--- src/rtl/fp_pkg.sv ---
// ============================================================================
//  Module      : fp_pkg
//  Description : Shared single-precision field widths, exponent constants and
//                the sequencer state encoding for the FP conversion blocks.
//  Revision    : 1.0 - initial release
// ============================================================================
`default_nettype none

package fp_pkg;

  // IEEE 754 single-precision field widths
  localparam int SIGN_W = 1;
  localparam int EXP_W  = 8;
  localparam int MANT_W = 23;

  // Exponent bias and the exponent of an unnormalised 32-bit integer whose
  // binary point sits just right of bit 31
  localparam int EXP_BIAS    = 127;
  localparam int EXP_INT_TOP = EXP_BIAS + 31;

  // Conversion sequencer states
  typedef enum logic [2:0] {
    IDLE  = 3'd0,
    CONV  = 3'd1,
    NORM  = 3'd2,
    ROUND = 3'd3,
    DONE  = 3'd4
  } state_t;

endpackage : fp_pkg

`default_nettype wire

--- src/rtl/fp_round.sv ---
// ============================================================================
//  Module      : fp_round
//  Description : Combinational rounding of a normalised 32-bit magnitude
//                (bit 31 = hidden one) into a 23-bit mantissa and exponent.
//  Revision    : 1.0 - initial release
// ============================================================================
`default_nettype none

module fp_round
  import fp_pkg::*;
#(
  parameter bit RNE = 1'b1
) (
  input  logic [31:0]       mag_i,
  input  logic [EXP_W-1:0]  exp_i,
  output logic [MANT_W-1:0] mant_o,
  output logic [EXP_W-1:0]  exp_o
);

  logic [MANT_W-1:0] w_mant;
  logic              w_guard;
  logic              w_sticky;
  logic              w_inc;
  logic [MANT_W:0]   w_sum;

  // Split the magnitude, decide the increment and fold a mantissa carry into the exponent
  always_comb begin
    w_mant   = mag_i[30:8];
    w_guard  = mag_i[7];
    w_sticky = |mag_i[6:0];
    w_inc    = RNE && w_guard && (w_sticky || w_mant[0]);
    w_sum    = {1'b0, w_mant} + {{MANT_W{1'b0}}, w_inc};
    if (w_sum[MANT_W]) begin
      mant_o = '0;
      exp_o  = exp_i + 1'b1;
    end else begin
      mant_o = w_sum[MANT_W-1:0];
      exp_o  = exp_i;
    end
  end

endmodule : fp_round

`default_nettype wire

--- src/rtl/int_to_fp.sv ---
// ============================================================================
//  Module      : int_to_fp
//  Description : Multi-cycle signed 32-bit integer to IEEE 754 single
//                conversion; one-bit-per-cycle normalisation, then rounding.
//  Revision    : 1.0 - initial release
// ============================================================================
`default_nettype none

module int_to_fp
  import fp_pkg::*;
#(
  parameter bit RNE = 1'b1
) (
  input  logic        clk,
  input  logic        reset,
  input  logic        start,
  input  logic [31:0] a,
  output logic [31:0] result,
  output logic        done,
  output logic        busy
);

  state_t             state_q;
  state_t             state_d;
  logic [31:0]        a_q;
  logic [31:0]        mag_q;
  logic [EXP_W-1:0]   exp_q;
  logic [SIGN_W-1:0]  sign_q;
  logic [31:0]        result_q;
  logic               done_q;

  logic [31:0]        w_mag;
  logic [MANT_W-1:0]  w_rmant;
  logic [EXP_W-1:0]   w_rexp;

  // Absolute value of the captured operand; -2^31 maps onto 0x80000000
  assign w_mag = a_q[31] ? (~a_q + 32'd1) : a_q;

  fp_round #(
    .RNE (RNE)
  ) u_round (
    .mag_i  (mag_q),
    .exp_i  (exp_q),
    .mant_o (w_rmant),
    .exp_o  (w_rexp)
  );

  // State register
  always_ff @(posedge clk or posedge reset) begin
    if (reset) begin
      state_q <= IDLE;
    end else begin
      state_q <= state_d;
    end
  end

  // Next-state logic; a new request restarts from CONV in any state
  always_comb begin
    state_d = state_q;
    if (start) begin
      state_d = CONV;
    end else begin
      case (state_q)
        CONV:    state_d = (w_mag == 32'd0) ? DONE : NORM;
        NORM:    if (mag_q[31]) state_d = ROUND;
        ROUND:   state_d = DONE;
        default: state_d = state_q;
      endcase
    end
  end

  // Datapath: operand capture, one-bit normalisation shift, result load
  always_ff @(posedge clk or posedge reset) begin
    if (reset) begin
      a_q      <= '0;
      mag_q    <= '0;
      exp_q    <= '0;
      sign_q   <= '0;
      result_q <= '0;
      done_q   <= 1'b0;
    end else if (start) begin
      a_q    <= a;
      done_q <= 1'b0;
    end else begin
      case (state_q)
        CONV: begin
          if (w_mag == 32'd0) begin
            result_q <= '0;
            done_q   <= 1'b1;
          end else begin
            mag_q  <= w_mag;
            exp_q  <= EXP_W'(EXP_INT_TOP);
            sign_q <= a_q[31];
          end
        end
        NORM: begin
          if (!mag_q[31]) begin
            mag_q <= {mag_q[30:0], 1'b0};
            exp_q <= exp_q - 1'b1;
          end
        end
        ROUND: begin
          result_q <= {sign_q, w_rexp, w_rmant};
          done_q   <= 1'b1;
        end
        default: begin
        end
      endcase
    end
  end

  // Outputs: busy spans the working states, result/done come from registers
  always_comb begin
    busy   = (state_q == CONV) || (state_q == NORM) || (state_q == ROUND);
    result = result_q;
    done   = done_q;
  end

endmodule : int_to_fp

`default_nettype wire

--- config.mk ---
export PLATFORM = sky130hd
export DESIGN_NAME = int_to_fp
export DESIGN_NICKNAME = d
export VERILOG_FILES = /design/src/rtl/fp_pkg.sv /design/src/rtl/fp_round.sv /design/src/rtl/int_to_fp.sv
export SDC_FILE = /design/constraint.sdc
export NUM_CORES = 1
export LEC_CHECK = 0
export ABC_AREA = 1
export CAP_MARGIN = 10
export CORE_MARGIN = 2
export CORE_UTILIZATION = 45
export DETAILED_ROUTE_END_ITERATION = 12
export PLACE_DENSITY = 0.66
export SETUP_SLACK_MARGIN = 0.02
export SLEW_MARGIN = 20
export SYNTH_ARGS = -nofsm -noshare
export SYNTH_HDL_FRONTEND = slang
export SYNTH_SLANG_ARGS = --single-unit
export TNS_END_PERCENT = 5
--- constraint.sdc ---
create_clock -name clk -period 5.15 [get_ports clk]
set_input_delay 0.7725 -clock clk [delete_from_list [all_inputs] [get_ports clk]]
set_output_delay 0.7725 -clock clk [all_outputs]
set_load 0.05 [all_outputs]
==> impl_summary.md, run 1 <==
CTS
The number of clock sinks is 109. The number of post-CTS setup repair buffers is 0. At the later pin of the worst-skew pair, clock insertion delay measures 0.36 ns. After clock tree synthesis, the clock-pin slew on the worst setup and hold paths is 0.07 ns. The clock tree from TritonCTS is yes. The clock passes through at most 2 buffers. In this run the number of H-tree levels came out at 3.

In this run the clock root is driven by a sky130_fd_sc_hd__clkbuf_16. Hold repair after CTS inserted 0 buffers. The quantity of gates resized following cts is 0. TritonCTS created 9 clock buffers.

Synthesis
The synthesized instance count is 1021. The number of synthesis warnings is 0. The flip-flop cell with the highest count after synthesis is sky130_fd_sc_hd__dfrtp_1. In the synthesized netlist the async set-or-reset flop fraction comes to 1.00. Sorting the synthesized cells by area gives the leading types as sky130_fd_sc_hd__dfrtp_1 40%, sky130_fd_sc_hd__nand2_1 22%, sky130_fd_sc_hd__nor2_1 5.3%. The adder and majority cell fraction of the synthesized area is 0.00735. Of the total synthesized cell area, the portion taken by XOR and XNOR cells is 0.0180. The sequential element share of the synthesized area is 0.400. By area, the combinational part of the netlist is dominated by simple AND/OR/NAND/NOR gates. The total nets after synthesis is 1060.

The count of flip-flops with a built-in enable after synthesis is 0. sky130_fd_sc_hd__dfrtp_1 takes more of the synthesized area than any other cell. The netlist area before placement is 0.00681 sq mm. In this run, distinct cell masters in the synthesized netlist total 35. Counting flops and latches in the post-synthesis netlist gives 109. The simple logic cell fraction of the synthesized area is 0.411. The mux contribution to synthesized area is 0. The synthesized area per cell is 6.67 sq um. The compound-gate portion of the synthesized area was 0.0755.

The share of synthesized area in the top cell type comes to 0.400.

Power and ir drop
The design draws 3.76 mW. The clock network fraction of design power is 0.203. Of the total power, registers draw 0.365. In this run the power spent charging and discharging nets is 1.68 mW. Of the total power, the share spent switching nets is 0.447. Cell internal power was estimated by the tool at 2.08 mW.

The power share of the combinational group is 0.432. The total power divided by cell area is 478 mW/mm^2. The leakage power summed over all cells is 3.89 nW. The worst-case IR drop observed on VDD is 0.217 mV.

Final layout
The layout net count is 1102. The finished layout holds 1252 standard cells, fillers aside. The footprint of the flip-flops and latches is 0.00273 sq mm. The final antenna diode count is 0. The filler cell count in the final layout is 1472. The area added between synthesis and finish is 15.7%. In the layout the commonest cells are 402 x sky130_fd_sc_hd__nand2_1, 109 x sky130_fd_sc_hd__dfrtp_1, 96 x sky130_fd_sc_hd__nor2_1. Leaving out fill and tap cells, the most frequent cell in the layout is sky130_fd_sc_hd__nand2_1. In the final layout, the multi-input gates occupy 0.00349 sq mm. The fraction of final layout cells sized beyond drive strength 1 is 0.0459.

Worst setup path
Data on the critical path arrives at its endpoint at 3.67 ns. The startpoint of the worst setup timing path is a_q[0]. The sort of element at the end of the critical path is a register.

STA puts the critical path data required time at 5.39 ns. The category of cells accounting for the largest share of critical-path delay is simple AND/OR/NAND/NOR gates. Setup slack on the worst reg-to-reg path comes out at 1.72 ns. The most numerous cell type found on the critical path is sky130_fd_sc_hd__nand2_1. The category of the critical setup timing path is reg -> reg. The sort of element at the start of the critical path is a register.

Counting buffers and inverters, the worst setup path is 17 cells deep. The maximum fanout encountered on the critical timing path is 30. The library cell contributing the largest single delay on the critical path is sky130_fd_sc_hd__inv_1. Counting both buffers and inverters, the worst setup path holds a total of 2. The number of cells traversed by the worst register-to-register path is 17. In this run the critical register-to-register path is captured at result[12].

The worst register-to-register path begins at a_q[0]. The largest single stage delay on the critical path is 0.54 ns. The critical path goes through inv_1 -> ha_1 -> nand2_1 -> nor2_1 -> nand3_1 -> nand2_2 -> nand2_1 -> nand2_1 -> nand2_1 -> nor2_1 -> nand2_1 -> nor2_4 -> nand4_2 -> nand2_2 -> inv_1 -> nand2_1 -> nand2_1.

Timing
Across the routed clock network, the largest skew measured is 0.00916 ns. At the pin with the least slew margin, the transition time is 0.992 ns. In this run the tightest slew margin relative to its limit is 0.339. The final critical path time including I/O delays and setup is 3.43 ns. The final count of pins violating max slew is 0. Setup repair after global routing left no endpoint under its margin. The final count of negative-setup-slack endpoints is 0. The summed negative setup slack over all endpoints is 0 ns. The total count of hold-check failures in the final report is 0. The fmax is 0.292 GHz. Of the available clock period, the critical path in the final layout requires 0.665.

GRT
The via count of the first global-routing pass is 5891. The first global-routing pass estimated 30000 microns of wire. After global routing the overflow that remains totals 0. The pin count of the biggest net entering global routing is 82.

The number of antenna violations at the first check in global routing was 0. Across every metal layer, demand over resource in global routing totals 0.230.

Routing
The via count is 6432. After detailed routing, the total wire length is 17600 microns. After detailed routing, the number of vias per cell comes to 5.14.

The final routed DRC violation total is 0. The number of optimization iterations in the first detailed-route pass is 5. The number of DRC markers after the initial detailed-route iteration is 553.

The count of antenna-violating nets left after detailed routing is 0. Dividing the detail-routed wire length by the instance count gives 14.1 microns.

Floorplanning
The die covers 0.0161 sq mm. The die span in y is 127 microns. The die is 127 microns wide. The floorplan has 44 rows.

The initial cell density of the core is 0.465. In this run the count of I/O pins placed on the die edge is 69. The placeable core region is 0.0146 sq mm.

Placed design
The number of buffers inserted by port buffering is 68. The wire-length estimate of the detail-placed layout is 12900 microns. The global placer's final weighted congestion is 0.925. Including well taps, the total number of placed cells is 1236.

Worst hold path
The path with the worst hold slack has its endpoint at result[28]. The startpoint identified for the worst hold timing path is result[28]. The worst hold path belongs to the class reg -> reg. The worst hold path passes through 2 cells.

Run status
The flow ran to the end, and the final reports show no timing, DRC or antenna violations.

Run
The reported max-cap violation count is 0.
cells by family after synthesis:
logic type | Yosys count
adder cells (fa/ha/maj) | 4
buffers and inverters | 143
AND/OR/NAND/NOR | 656
AO/OA/AOI/OAI | 95
XOR/XNOR | 14
flip-flops | 109
worst min-delay path, delay by kind of cell, from the launching register on:
kind / cells / cell delay [ns]
flip-flops: 1 / 0.34
AND/OR/NAND/NOR: 2 / 0.09
state kept, by name, indices dropped and copies added (netlist names):
register and cells:
a_q 32, done 1, exp_q 8, mag_q 32, state_q 3, result 32, sign_q 1
layer usage:
layer / vias up / share of wire / GRT usage
met1: 2869 / 0.49 / 0.347
met5: - / 0 / 0
met4: 0 / 0.023 / 0.0782
met3: 26 / 0.048 / 0.0281
met2: 184 / 0.44 / 0.344
li1: 3353 / - / -
how the worst max path moves through the flow:
stage | end | slack [ns]
floorplan | a_q[0] | 1.50
global placement | state_q[2] | 1.75
detailed placement | state_q[2] | 1.59
CTS | result[15] | 1.69
global route | result[15] | 1.28
finish | result[12] | 1.72
Yosys cell counts (all sizes together) (3+ instances only):
cell type  number
nand2         409
dfrtp         109
nor2          103
inv            97
nand3          68
o21ai          66
nand4          50
clkbuf         24
buf            20
nor3           16
xor2           13
a21oi          11
o22ai          10
a22o            4
ha              4
nor3b           4
nor4            3
power by group through the flow:
stage / logic [mW] / registers (mW) / clock network [mW]
2_1_floorplan: 0.881 / 1.65 / 0
3_3_place_gp: 1.61 / 1.39 / 0
3_5_place_dp: 1.62 / 1.38 / 0
4_1_cts: 1.63 / 1.37 / 0.781
5_1_grt: 1.82 / 1.42 / 0.815
6_report: 1.63 / 1.37 / 0.764
cell type report:
type	instances	share of cell area
clock inverters	6	0.0110
inverters	99	0.0478
clock buffers	10	0.0303
repair buffers	75	0.0924
multi-input cells	769	0.443
flip-flops and latches	109	0.346
well taps	184	0.0292
stage by stage:
step	hold WS (ns)	area (sq um)	util	worst slack [ns]
2_1_floorplan	0.442	6810	-	1.50
3_3_place_gp	0.455	7550	0.516	1.75
3_5_place_dp	0.458	7550	0.516	1.59
4_1_cts	0.476	7880	0.538	1.69
5_1_grt	0.491	7880	0.538	1.28
6_report	0.468	7880	0.538	1.72
Power figures use the tool's default switching activity.
==> run 2, diff against run 1 <==
==> constraint.sdc (replaced) <==
create_clock -name clk -period 3.4 [get_ports clk]
set_input_delay 0.51 -clock clk [delete_from_list [all_inputs] [get_ports clk]]
set_output_delay 0.51 -clock clk [all_outputs]
set_load 0.05 [all_outputs]
==> impl_summary.md, run 2 (same netlist as run 1, synthesis figures left out) <==
Run status
Result of the run: complete, no violations (unchanged).

Routing
The count of antenna-violating nets left after detailed routing is 0 (unchanged). The ratio of routed vias to standard cells is 5.16 (was 5.14). The number of optimization iterations in the first detailed-route pass came to 4 (was 5). The via count is 6497 (was 6432). The number of DRC markers after the initial detailed-route iteration is 445 (was 553). The average wire per standard cell came to 14.3 microns (was 14.1 microns). The total length of routed wires is 18000 microns (was 17600 microns). The final routed DRC violation total was 0 (unchanged).

CTS
The number of clock sinks is 109 (unchanged). The largest buffer count on any clock path is 2 (unchanged). The quantity of gates resized following cts is 0 (unchanged). The buffer type at the clock tree root is sky130_fd_sc_hd__clkbuf_16 (unchanged). The count of hold buffers inserted by post-cts repair is 0 (unchanged). The source-to-sink clock delay at the later pin of the worst-skew pair came to 0.36 ns (about the same). The clock tree from TritonCTS is yes (unchanged). The number of buffers created by CTS is 9 (unchanged). The clock-pin slew on the worst setup and hold paths is 0.07 ns (about the same).

The number of post-CTS setup repair buffers was 0 (unchanged). The maximum level of the CTS H-tree was 3 (unchanged).

Worst setup path
The number of cells traversed by the worst register-to-register path is 14 (was 17). The number of buffers and inverters on the critical path came to 1 (was 2). The internal reg-to-reg setup slack came to 0.43 ns (was 1.72 ns).

The category of the critical setup timing path is reg -> reg (unchanged). The arrival time of the worst setup path is 3.16 ns (was 3.67 ns). The sort of element at the end of the critical path is a register (unchanged). The most frequent cell on the critical path is sky130_fd_sc_hd__nand2_1 (unchanged).

The last element of the critical path is state_q[2] (was result[12]). The total stage count of the critical path is 14 (was 17). Critical Path, Cell by Cell: nor2_1 -> nand2_1 -> nor2_1 -> nand3_1 -> nand2_1 -> nand2_1 -> nand2_1 -> nor2_1 -> nand2_1 -> nor2_4 -> nand4_2 -> nand2_2 -> inv_1 -> o21ai_0 (was inv_1 -> ha_1 -> nand2_1 -> nor2_1 -> nand3_1 -> nand2_2 -> nand2_1 -> nand2_1 -> nand2_1 -> nor2_1 -> nand2_1 -> nor2_4 -> nand4_2 -> nand2_2 -> inv_1 -> nand2_1 -> nand2_1). The library cell contributing the largest single delay on the critical path is sky130_fd_sc_hd__inv_1 (unchanged). The terminus of the critical flop-to-flop path was state_q[2] (was result[12]). The startpoint of the worst setup timing path is a_q[16] (was a_q[0]). The stage delay of the slowest cell on the critical path is 0.66 ns (was 0.54 ns).

The category of cells accounting for the largest share of critical-path delay is simple AND/OR/NAND/NOR gates (unchanged). The startpoint of the lowest-slack register-to-register path is a_q[16] (was a_q[0]). The worst endpoint required time was 3.59 ns (was 5.39 ns). The maximum fanout encountered on the critical timing path is 30 (unchanged). The sort of element at the start of the critical path was a register (unchanged).

Final layout
The area added between synthesis and finish is 16.5% (was 15.7%). The fraction of final layout cells sized beyond drive strength 1 came to 0.0503 (was 0.0459). The end-of-flow core utilization came to 0.542 (was 0.538).

The filler cell count in the final layout is 1517 (was 1472). The final cell count without fillers came to 1258 (was 1252). Leading cell types in the layout, fill and taps excluded: 402 x sky130_fd_sc_hd__nand2_1, 109 x sky130_fd_sc_hd__dfrtp_1, 96 x sky130_fd_sc_hd__nor2_1 (unchanged). The layout net count was 1108 (was 1102). The most common cell after layout, fill and taps aside was sky130_fd_sc_hd__nand2_1 (unchanged). The final antenna diode count is 0 (unchanged).

Floorplanning
The I/O pin total was 69 (unchanged). The die outline area is 0.0161 sq mm (unchanged). The die span in y is 127 microns (unchanged). The die boundary width is 127 microns (unchanged). The placeable core region is 0.0146 sq mm (unchanged). The initial cell density of the core came to 0.465 (unchanged). The row count was 44 (unchanged).

Timing
The worst slew margin relative to its limit is 0.400 (was 0.339). The ratio of final minimum period to clock period is 0.872 (was 0.665). The final count of pins violating max slew is 0 (unchanged). The worst clock skew on the final layout came to 0.0102 ns (was 0.00916 ns). The final count of negative-setup-slack endpoints came to 0 (unchanged). The fmax is 0.337 GHz (was 0.292 GHz). The setup slack after layout is 0.435 ns (was 1.72 ns). The summed negative setup slack over all endpoints was 0 ns (unchanged). Setup repair after global routing missed its margin: false (unchanged).

The transition time of the tightest slew-check pin is 0.899 ns (was 0.992 ns). The total count of hold-check failures in the final report is 0 (unchanged). The final critical path time including I/O delays and setup is 2.97 ns (was 3.43 ns).

Power and ir drop
The total power divided by cell area was 714 mW/mm^2 (was 478 mW/mm^2). The largest vdd supply drop is 0.323 mV (was 0.217 mV). The internal cell power is 3.11 mW (was 2.08 mW).

The switching power total is 2.56 mW (was 1.68 mW). The leakage power summed over all cells is 3.92 nW (was 3.89 nW). The part of the power in registers is 0.368 (was 0.365).

The power share of the combinational group came to 0.442 (was 0.432). The clock network fraction of design power is 0.189 (was 0.203). The switching share of power is 0.452 (was 0.447).

Placed design
The detailed placement HPWL was 13300 microns (was 12900 microns). The global placer's final weighted congestion is 0.972 (was 0.925). The number of buffers inserted by port buffering is 68 (unchanged).

The number of placed cells counting well taps is 1242 (was 1236). The worst slack at placement is 0.428 ns (was 1.59 ns).

GRT
The routing usage on met1 came to 0.332 (was 0.347). The met2 global-route usage is 0.366 (was 0.344). The via count of the first global-routing pass is 6223 (was 5891).

The aggregate global-route resource usage came to 0.233 (was 0.230). The global-route met3 utilization is 0.0243 (was 0.0281). The number of antenna violations at the first check in global routing was 0 (unchanged). The pin count of the biggest net entering global routing is 110 (was 82). The first-pass GRT wire length is 30600 microns (was 30000 microns).

The total global routing overflow is 0 (unchanged). The peak-usage layer in the global routing report was met2 (was met1).

Run
The reported max-cap violation count came to 0 (unchanged).

Worst hold path
The path class of the lowest-slack min-delay path is reg -> reg (unchanged).
## run 2: cell types whose count changed in the layout (fill, tap and decap cells not counted)
cell	previous run	this run
sky130_fd_sc_hd__buf_12	0	3
sky130_fd_sc_hd__buf_4	7	10
sky130_fd_sc_hd__clkbuf_8	1	4
sky130_fd_sc_hd__bufinv_16	2	0
sky130_fd_sc_hd__clkbuf_1	0	1
sky130_fd_sc_hd__clkinv_2	2	1
sky130_fd_sc_hd__clkinv_4	1	0
## run 2: power groups by stage
stage / registers [mW] / logic, mW / clock network, mW
floorplan: 2.49 / 1.34 / 0
global placement: 2.10 / 2.48 / 0
detailed placement: 2.10 / 2.50 / 0
CTS: 2.08 / 2.51 / 1.10
global route: 2.14 / 2.80 / 1.14
finish: 2.09 / 2.51 / 1.07
## run 2: layer usage
layer	share of wire	routed length (microns)
met4	0.029	525
met1	0.49	8880
met5	0	0
met2	0.44	7910
met3	0.040	724
## run 2: how the worst min path moves through the flow
| stage | startpoint | endpoint | slack, ns | cells after the start |
|---|---|---|---|---|
| after CTS | result[4] | result[4] | 0.48 | 2 |
| after global placement | mag_q[12] | mag_q[12] | 0.45 | 2 |
| after global routing | result[15] | result[15] | 0.49 | 2 |
| final | result[4] | result[4] | 0.47 | 2 |
| after floorplan | mag_q[0] | mag_q[0] | 0.44 | 2 |
| after detailed placement | result[23] | result[23] | 0.46 | 2 |
## run 2: tightest hold or removal path, stage by stage, from the launching register on
cell                      delay, ns
sky130_fd_sc_hd__dfrtp_1       0.34
sky130_fd_sc_hd__nand2_1       0.05
sky130_fd_sc_hd__nand2_1       0.04
## run 2: area by class of cell
class,count,area (sq um),area share
clock buffer,14,284,0.0358
clock inverter,2,13.8,0.00173
inverter,99,375,0.0473
multi-input combinational,769,3490,0.440
sequential,109,2730,0.344
tap,184,230,0.0290
timing repair buffer,81,811,0.102
## run 2: stage by stage
step                      area [sq um]  total power [mW]  hold slack (ns)
after global placement            7640              4.58            0.454
after global routing              7930              6.08            0.492
after floorplan                   6820              3.83            0.442
after detailed placement          7640              4.60            0.458
after CTS                         7930              5.69            0.475
final                             7930              5.67            0.470
